--- config.mk ---
export PLATFORM = sky130hd
export DESIGN_NAME = debounce_array_flat
export DESIGN_NICKNAME = d
export VERILOG_FILES = /design/src/rtl/debounce_pkg.sv /design/src/rtl/debounce_array_if.sv /design/src/rtl/debounce_channel.sv /design/src/rtl/debounce_array.sv /design/src/flat_wrapper.sv
export SDC_FILE = /design/constraint.sdc
export NUM_CORES = 1
export LEC_CHECK = 0
export BUFFER_PORTS_ARGS = -buffer_cell sky130_fd_sc_hd__buf_2
export CORE_AREA = 5 5 84 55
export DETAILED_ROUTE_END_ITERATION = 10
export DIE_AREA = 0 0 89 60
export SLEW_MARGIN = 15
export SYNTH_ARGS = -nofsm -noshare
export SYNTH_HDL_FRONTEND = slang
export SYNTH_SLANG_ARGS = --single-unit
--- constraint.sdc ---
create_clock -name clk_100MHz -period 3.3 [get_ports clk_100MHz]
set_input_delay 0.33 -clock clk_100MHz [delete_from_list [all_inputs] [get_ports clk_100MHz]]
set_output_delay 0.33 -clock clk_100MHz [all_outputs]
set_load 0.05 [all_outputs]
--- src/rtl/debounce_pkg.sv ---
// debounce_pkg: shared widths, limits and POR state encoding for debounce_array.
package debounce_pkg;

    localparam int MAX_CH = 16;

    typedef enum logic {
        POR_HOLD,
        POR_DONE
    } por_state_e;

    function automatic int CNT_W(input int stable_ticks);
        return $clog2(stable_ticks + 1);
    endfunction

    function automatic int LONG_W(input int long_ticks);
        return $clog2(long_ticks + 1);
    endfunction

endpackage

--- src/rtl/debounce_array_if.sv ---
// debounce_array_if: raw button/tick inputs and conditioned outputs of debounce_array.
interface debounce_array_if #(
    parameter int N_CH = 3
);
    logic            tick_1kHz;
    logic [N_CH-1:0] btn_in;
    logic [N_CH-1:0] btn_level;
    logic [N_CH-1:0] btn_rise;
    logic [N_CH-1:0] btn_fall;
    logic [N_CH-1:0] btn_long;
    logic            sys_reset_out;

    modport master (
        output tick_1kHz, btn_in,
        input  btn_level, btn_rise, btn_fall, btn_long, sys_reset_out
    );

    modport slave (
        input  tick_1kHz, btn_in,
        output btn_level, btn_rise, btn_fall, btn_long, sys_reset_out
    );
endinterface

--- src/rtl/debounce_channel.sv ---
// debounce_channel: synchroniser, tick-qualified stability filter and edge pulses for one button.
// Optional long-press hold counter is built only with DEBOUNCE_LONG_PRESS_EN.
module debounce_channel
    import debounce_pkg::*;
#(
    parameter int STABLE_TICKS = 8,
    parameter int LONG_TICKS   = 1000
) (
    input  logic clk,
    input  logic rst_n,
    input  logic tick_i,
    input  logic btn_i,
    output logic level_o,
    output logic rise_o,
    output logic fall_o,
    output logic long_o
);
    localparam int CW = CNT_W(STABLE_TICKS);

    logic [1:0]    sync_q;
    logic [CW-1:0] cnt_q, cnt_d;
    logic          level_q, level_d;
    logic          rise_q, rise_d;
    logic          fall_q, fall_d;
    logic          sync;

    assign sync = sync_q[1];

    // Any tick that sees the current level again restarts the stability count.
    always_comb begin
        cnt_d   = cnt_q;
        level_d = level_q;
        rise_d  = 1'b0;
        fall_d  = 1'b0;
        if (tick_i) begin
            if (sync == level_q) begin
                cnt_d = '0;
            end else if (cnt_q == CW'(STABLE_TICKS - 1)) begin
                cnt_d   = '0;
                level_d = sync;
                rise_d  = sync;
                fall_d  = !sync;
            end else begin
                cnt_d = cnt_q + 1'b1;
            end
        end
    end

    always_ff @(posedge clk or negedge rst_n) begin
        if (!rst_n) begin
            sync_q  <= '0;
            cnt_q   <= '0;
            level_q <= 1'b0;
            rise_q  <= 1'b0;
            fall_q  <= 1'b0;
        end else begin
            sync_q  <= {sync_q[0], btn_i};
            cnt_q   <= cnt_d;
            level_q <= level_d;
            rise_q  <= rise_d;
            fall_q  <= fall_d;
        end
    end

    assign level_o = level_q;
    assign rise_o  = rise_q;
    assign fall_o  = fall_q;

`ifdef DEBOUNCE_LONG_PRESS_EN
    localparam int LW = LONG_W(LONG_TICKS);

    logic [LW-1:0] hold_q, hold_d;
    logic          long_q, long_d;

    // Saturating at LONG_TICKS suppresses repeats until the level drops.
    always_comb begin
        hold_d = !level_q ? '0 : (tick_i && hold_q != LW'(LONG_TICKS)) ? hold_q + 1'b1 : hold_q;
        long_d = level_q && tick_i && hold_q == LW'(LONG_TICKS - 1);
    end

    always_ff @(posedge clk or negedge rst_n) begin
        if (!rst_n) begin
            hold_q <= '0;
            long_q <= 1'b0;
        end else begin
            hold_q <= hold_d;
            long_q <= long_d;
        end
    end

    assign long_o = long_q;
`else
    assign long_o = 1'b0;
`endif

    if (STABLE_TICKS < 1 || LONG_TICKS < 1) begin : g_bad_cfg
        $error("debounce_channel: STABLE_TICKS and LONG_TICKS must be >= 1");
    end
endmodule

--- src/rtl/debounce_array.sv ---
// debounce_array: N-channel push-button conditioner plus power-on system reset request.
// Define DEBOUNCE_LONG_PRESS_EN to enable per-channel long-press pulses on btn_long.
module debounce_array
    import debounce_pkg::*;
#(
    parameter int N_CH         = 3,
    parameter int STABLE_TICKS = 8,
    parameter int POR_CYCLES   = 8,
    parameter int RESET_CH     = 0,
    parameter int LONG_TICKS   = 1000
) (
    input logic              clk_100MHz,
    input logic              reset_n,
    debounce_array_if.slave  bus
);
    localparam int PW = $clog2(POR_CYCLES + 1);

    logic [N_CH-1:0] level, rise, fall, lng;
    por_state_e      por_state_q, por_state_d;
    logic [PW-1:0]   por_cnt_q, por_cnt_d;
    logic            por_active;

    if (N_CH < 1 || N_CH > MAX_CH || RESET_CH < 0 || RESET_CH >= N_CH || POR_CYCLES < 1) begin : g_bad_cfg
        $error("debounce_array: invalid channel or POR configuration");
    end

    for (genvar i = 0; i < N_CH; i++) begin : g_ch
        debounce_channel #(
            .STABLE_TICKS (STABLE_TICKS),
            .LONG_TICKS   (LONG_TICKS)
        ) u_ch (
            .clk     (clk_100MHz),
            .rst_n   (reset_n),
            .tick_i  (bus.tick_1kHz),
            .btn_i   (bus.btn_in[i]),
            .level_o (level[i]),
            .rise_o  (rise[i]),
            .fall_o  (fall[i]),
            .long_o  (lng[i])
        );
    end

    assign bus.btn_level = level;
    assign bus.btn_rise  = rise;
    assign bus.btn_fall  = fall;
    assign bus.btn_long  = lng;

    always_ff @(posedge clk_100MHz or negedge reset_n) begin
        if (!reset_n) begin
            por_state_q <= POR_HOLD;
            por_cnt_q   <= '0;
        end else begin
            por_state_q <= por_state_d;
            por_cnt_q   <= por_cnt_d;
        end
    end

    always_comb begin
        por_state_d = (por_state_q == POR_HOLD && por_cnt_q == PW'(POR_CYCLES - 1)) ? POR_DONE : por_state_q;
        por_cnt_d   = (por_state_q == POR_HOLD) ? por_cnt_q + 1'b1 : por_cnt_q;
    end

    // The reset button only contributes its accepted-press pulse, not its level.
    always_comb begin
        por_active        = (por_state_q == POR_HOLD);
        bus.sys_reset_out = por_active | rise[RESET_CH];
    end
endmodule

--- src/flat_wrapper.sv ---
// flat-port wrapper written by rule: the top's interface ports become plain ports
module debounce_array_flat import debounce_pkg::*;
#(
    parameter int N_CH         = 3,
    parameter int STABLE_TICKS = 8,
    parameter int POR_CYCLES   = 8,
    parameter int RESET_CH     = 0,
    parameter int LONG_TICKS   = 1000
)
  (clk_100MHz, reset_n, bus_tick_1kHz, bus_btn_in, bus_btn_level, bus_btn_rise, bus_btn_fall, bus_btn_long, bus_sys_reset_out);
  debounce_array_if #(.N_CH(N_CH)) bus_i ();
  input logic clk_100MHz;
  input logic reset_n;
  input wire logic [$bits(bus_i.tick_1kHz)-1:0] bus_tick_1kHz;
  input wire logic [$bits(bus_i.btn_in)-1:0] bus_btn_in;
  output wire logic [$bits(bus_i.btn_level)-1:0] bus_btn_level;
  output wire logic [$bits(bus_i.btn_rise)-1:0] bus_btn_rise;
  output wire logic [$bits(bus_i.btn_fall)-1:0] bus_btn_fall;
  output wire logic [$bits(bus_i.btn_long)-1:0] bus_btn_long;
  output wire logic [$bits(bus_i.sys_reset_out)-1:0] bus_sys_reset_out;
  assign bus_i.tick_1kHz = bus_tick_1kHz;
  assign bus_i.btn_in = bus_btn_in;
  assign bus_btn_level = bus_i.btn_level;
  assign bus_btn_rise = bus_i.btn_rise;
  assign bus_btn_fall = bus_i.btn_fall;
  assign bus_btn_long = bus_i.btn_long;
  assign bus_sys_reset_out = bus_i.sys_reset_out;
  debounce_array #(.N_CH(N_CH), .STABLE_TICKS(STABLE_TICKS), .POR_CYCLES(POR_CYCLES), .RESET_CH(RESET_CH), .LONG_TICKS(LONG_TICKS)) u_core (.clk_100MHz(clk_100MHz), .reset_n(reset_n), .bus(bus_i));
endmodule
==> impl_results.md <==
* Antenna violations before repair at 0
* Footprint of the multi-input gates at 520.5 sq um
* Sequential cell area at 800.8 sq um
* IO Count at 19
* Final period util at 0.4211
* Flops & latches, synth at 32
* H-Tree Depth at 2
* Hold crit path type: in -> async
* Largest net degree at the start of global routing at 33
* DRC violations left at 0
* Port bufs at 15
* Async SR Flop Fraction at 1.000
* Final Cell Area at 0.001600 sq mm
* Post-DP HPWL at 1447 um
* Peak VDD IR at 205.7 uV
* Hold-fix buffers, CTS at 0
* Ys Warns at 0
* Critical Path Sink Type: register
* Via count at 807
* Post-synthesis sequential area ratio at 0.5604
* Hold slack at 0.09140 ns
* Cell Pwr Density at 719.7 mW/mm^2
* RSZ-0062 raised after global routing: no
* Rel. slew slack at 0.5487
* Syn avg cell area at 12.21 sq um
* Fin Setup TNS at 0 ns
* Critical path type: reg -> reg
* Share of cells above drive strength 1 at 0.2422
* Fmax at 719.6 MHz
* P_leak at 0.7860 nW
* EDFF count, synth at 0
* Synth top area cells: dfrtp_1, buf_4, ha_1, nor3b_1, a31oi_1
* Nets@finish at 137
* Die ar. at 0.005340 sq mm
* Crit path time final at 1.390 ns
* Synth top area share at 0.5604
* DRT Pass-1 Iters at 4
* Count of final setup violators at 0
* WL per Instance at 11.40 um
* Clk pin slew, worst setup/hold paths at 0.06 ns
* Worst-path cell chain: ha_1, and3b_1, nand2_1, mux2_1
* Die Y at 60 um
* Critical R2R Launch: u_core.g_ch[0].u_ch.cnt_q[0]$_DFFE_PN0P_
* Cell count after synthesis at 117
* Distinct cells, synth at 29
* Die width at 89 um
* Synth-to-layout area growth at 12.00%
* Postcts setup bufs at 0
* Effective utilization at floorplan at 0.3710
* Slowest stage delay, CP at 0.41 ns
* Synth area leader: dfrtp_1
* Clock sink total at 32
* Post-Syn Area at 0.001429 sq mm
* ANT nets after route at 0
* Via-to-Cell Ratio at 4.534
* Rows at 18
* Startpoint Class: register
* Post-DP Area at 0.001474 sq mm
* TritonCTS buffer count at 5
* CTS tree: built
* Worst skew pair latency at 0.27 ns
* Arrival time at the worst endpoint at 1.55 ns
* Vias in the first global route at 783
* Hold Fails Final Rpt at 0
* GRT overflow at 0
* RePlAce Congestion at 0.6615
* Most common flop cell mapped by yosys: dfrtp_1
* CTS max path bufs at 2
* CP max stage cell: dfrtp_1
* First-pass GRT wire length at 3546 um
* CP max FO at 4
* Post-CTS sizing at 0
* Fin Clk Skew at 0.004709 ns
* Status: complete, no violations
* Clk root buf: clkbuf_8
* Gr usage total at 0.08811
* Fillcell total at 364
* CP Data Required Time at 3.46 ns
* CP startpoint: u_core.g_ch[0].u_ch.cnt_q[0]$_DFFE_PN0P_
* Max Slew Vio Count at 0
* Antenna cells at 0
* Detailed Route WL at 2030 um
* Initial DRC Count at 56
* Slew at the pin closest to its max-slew limit at 0.6769 ns
* Core area at 0.003851 sq mm
* Max-cap viol count at 0
==> cells in the mapped netlist, drive strengths merged, types with 4 or more instances <==
library cell and number:
nand3 4, inv 4, mux2 4, o21ai 4, buf 14, nand2b 4
a31oi 6, nand2 8, nor3b 6, xnor2 4, dfrtp 32, ha 4
==> per-layer routing <==
layer / up-vias / track usage / part of all wire
met4: 0 / 0.04034 / 0.0084
met5: - / 0 / 0
met2: 15 / 0.1258 / 0.44
met1: 380 / 0.1187 / 0.51
met3: 2 / 0.03306 / 0.047
li1: 410 / - / -
==> cell families after synthesis <==
logic type               after synthesis  share of synthesized area
AND/OR/NAND/NOR                       33                     0.1375
flip-flops                            32                     0.5604
AO/OA/AOI/OAI                         19                     0.1051
buffers and inverters                 18                    0.08056
XOR/XNOR                               6                    0.04728
adder cells (fa/ha/maj)                4                    0.03503
multiplexers                           4                    0.03152
other                                  1                   0.002624
==> state kept, by name (all words and copies together) (netlist names) <==
signal / cells
u_core.g_ch.u_ch.rise_o: 3
u_core.g_ch.u_ch.sync_q: 6
u_core.g_ch.u_ch.cnt_q: 12
u_core.g_ch.u_ch.fall_o: 3
u_core.por_state_q: 1
u_core.g_ch.u_ch.level_o: 3
u_core.por_cnt_q: 4
==> critical path: cells and delay by family, from the launching register on <==
family                     cells  cell delay (ns)
adders and majority gates      1             0.23
DFF                            1             0.41
muxes                          1             0.33
and+or+nand+nor                2             0.31
==> final timing paths <==
check                           cells after the start  slack, ns                                      end
worst min register to register                      0       0.35  u_core.g_ch[2].u_ch.sync_q[1]$_DFF_PN0_
min in group clk_100MHz                             1       0.16  u_core.g_ch[0].u_ch.sync_q[0]$_DFF_PN0_
worst max register to register                      4       1.91  u_core.g_ch[0].u_ch.level_o$_DFFE_PN0P_
max in group asynchronous                           1       2.76  u_core.g_ch[2].u_ch.level_o$_DFFE_PN0P_
worst min-delay path                                1       0.09     u_core.g_ch[2].u_ch.rise_o$_DFF_PN0_
worst max-delay path                                4       1.91  u_core.g_ch[0].u_ch.level_o$_DFFE_PN0P_
==> stage by stage <==
step / worst slack (ns) / utilization / power [mW] / cells
after CTS: 1.892 / 0.4155 / 1.168 / 178
after floorplan: 1.987 / - / 0.7242 / 119
after global routing: 1.795 / 0.4155 / 1.220 / 178
final: 1.910 / 0.4155 / 1.152 / 178
after detailed placement: 1.921 / 0.3827 / 0.7619 / 170
after global placement: 1.931 / 0.3827 / 0.7508 / 170
==> layout make-up <==
cell class	count	area share
inverter	4	0.009382
timing repair buffer	15	0.04691
tap	50	0.03909
clock inverter	1	0.01876
multi-input combinational	69	0.3253
clock buffer	7	0.06020
sequential	32	0.5004
==> layout by cell type (no fill, tap or decap), drive strengths merged <==
cell / synthesis / final
clkbuf: 0 / 7
nor3b: 6 / 6
nor2: 3 / 3
buf: 14 / 15
a31o: 1 / 1
ha: 4 / 4
o2bb2ai: 1 / 1
nand3: 4 / 4
bufinv: 0 / 1
conb: 1 / 3
and3b: 3 / 3
a31oi: 6 / 6
and3: 1 / 1
a32o: 1 / 1
nand4b: 1 / 1
o31ai: 2 / 2
xor2: 2 / 2
nand2: 8 / 8
a22o: 2 / 2
o21ai: 4 / 4
xnor2: 4 / 4
dfrtp: 32 / 32
inv: 4 / 4
nor2b: 3 / 3
o41ai: 2 / 2
mux2: 4 / 4
nand2b: 4 / 4
==> where the power goes <==
group	switching (mW)	internal [mW]	total, mW
sequential	0.0664	0.458	0.524
clock	0.132	0.266	0.398
combinational	0.136	0.0937	0.229
total	0.334	0.818	1.15
(Power assumes the default switching activity.)
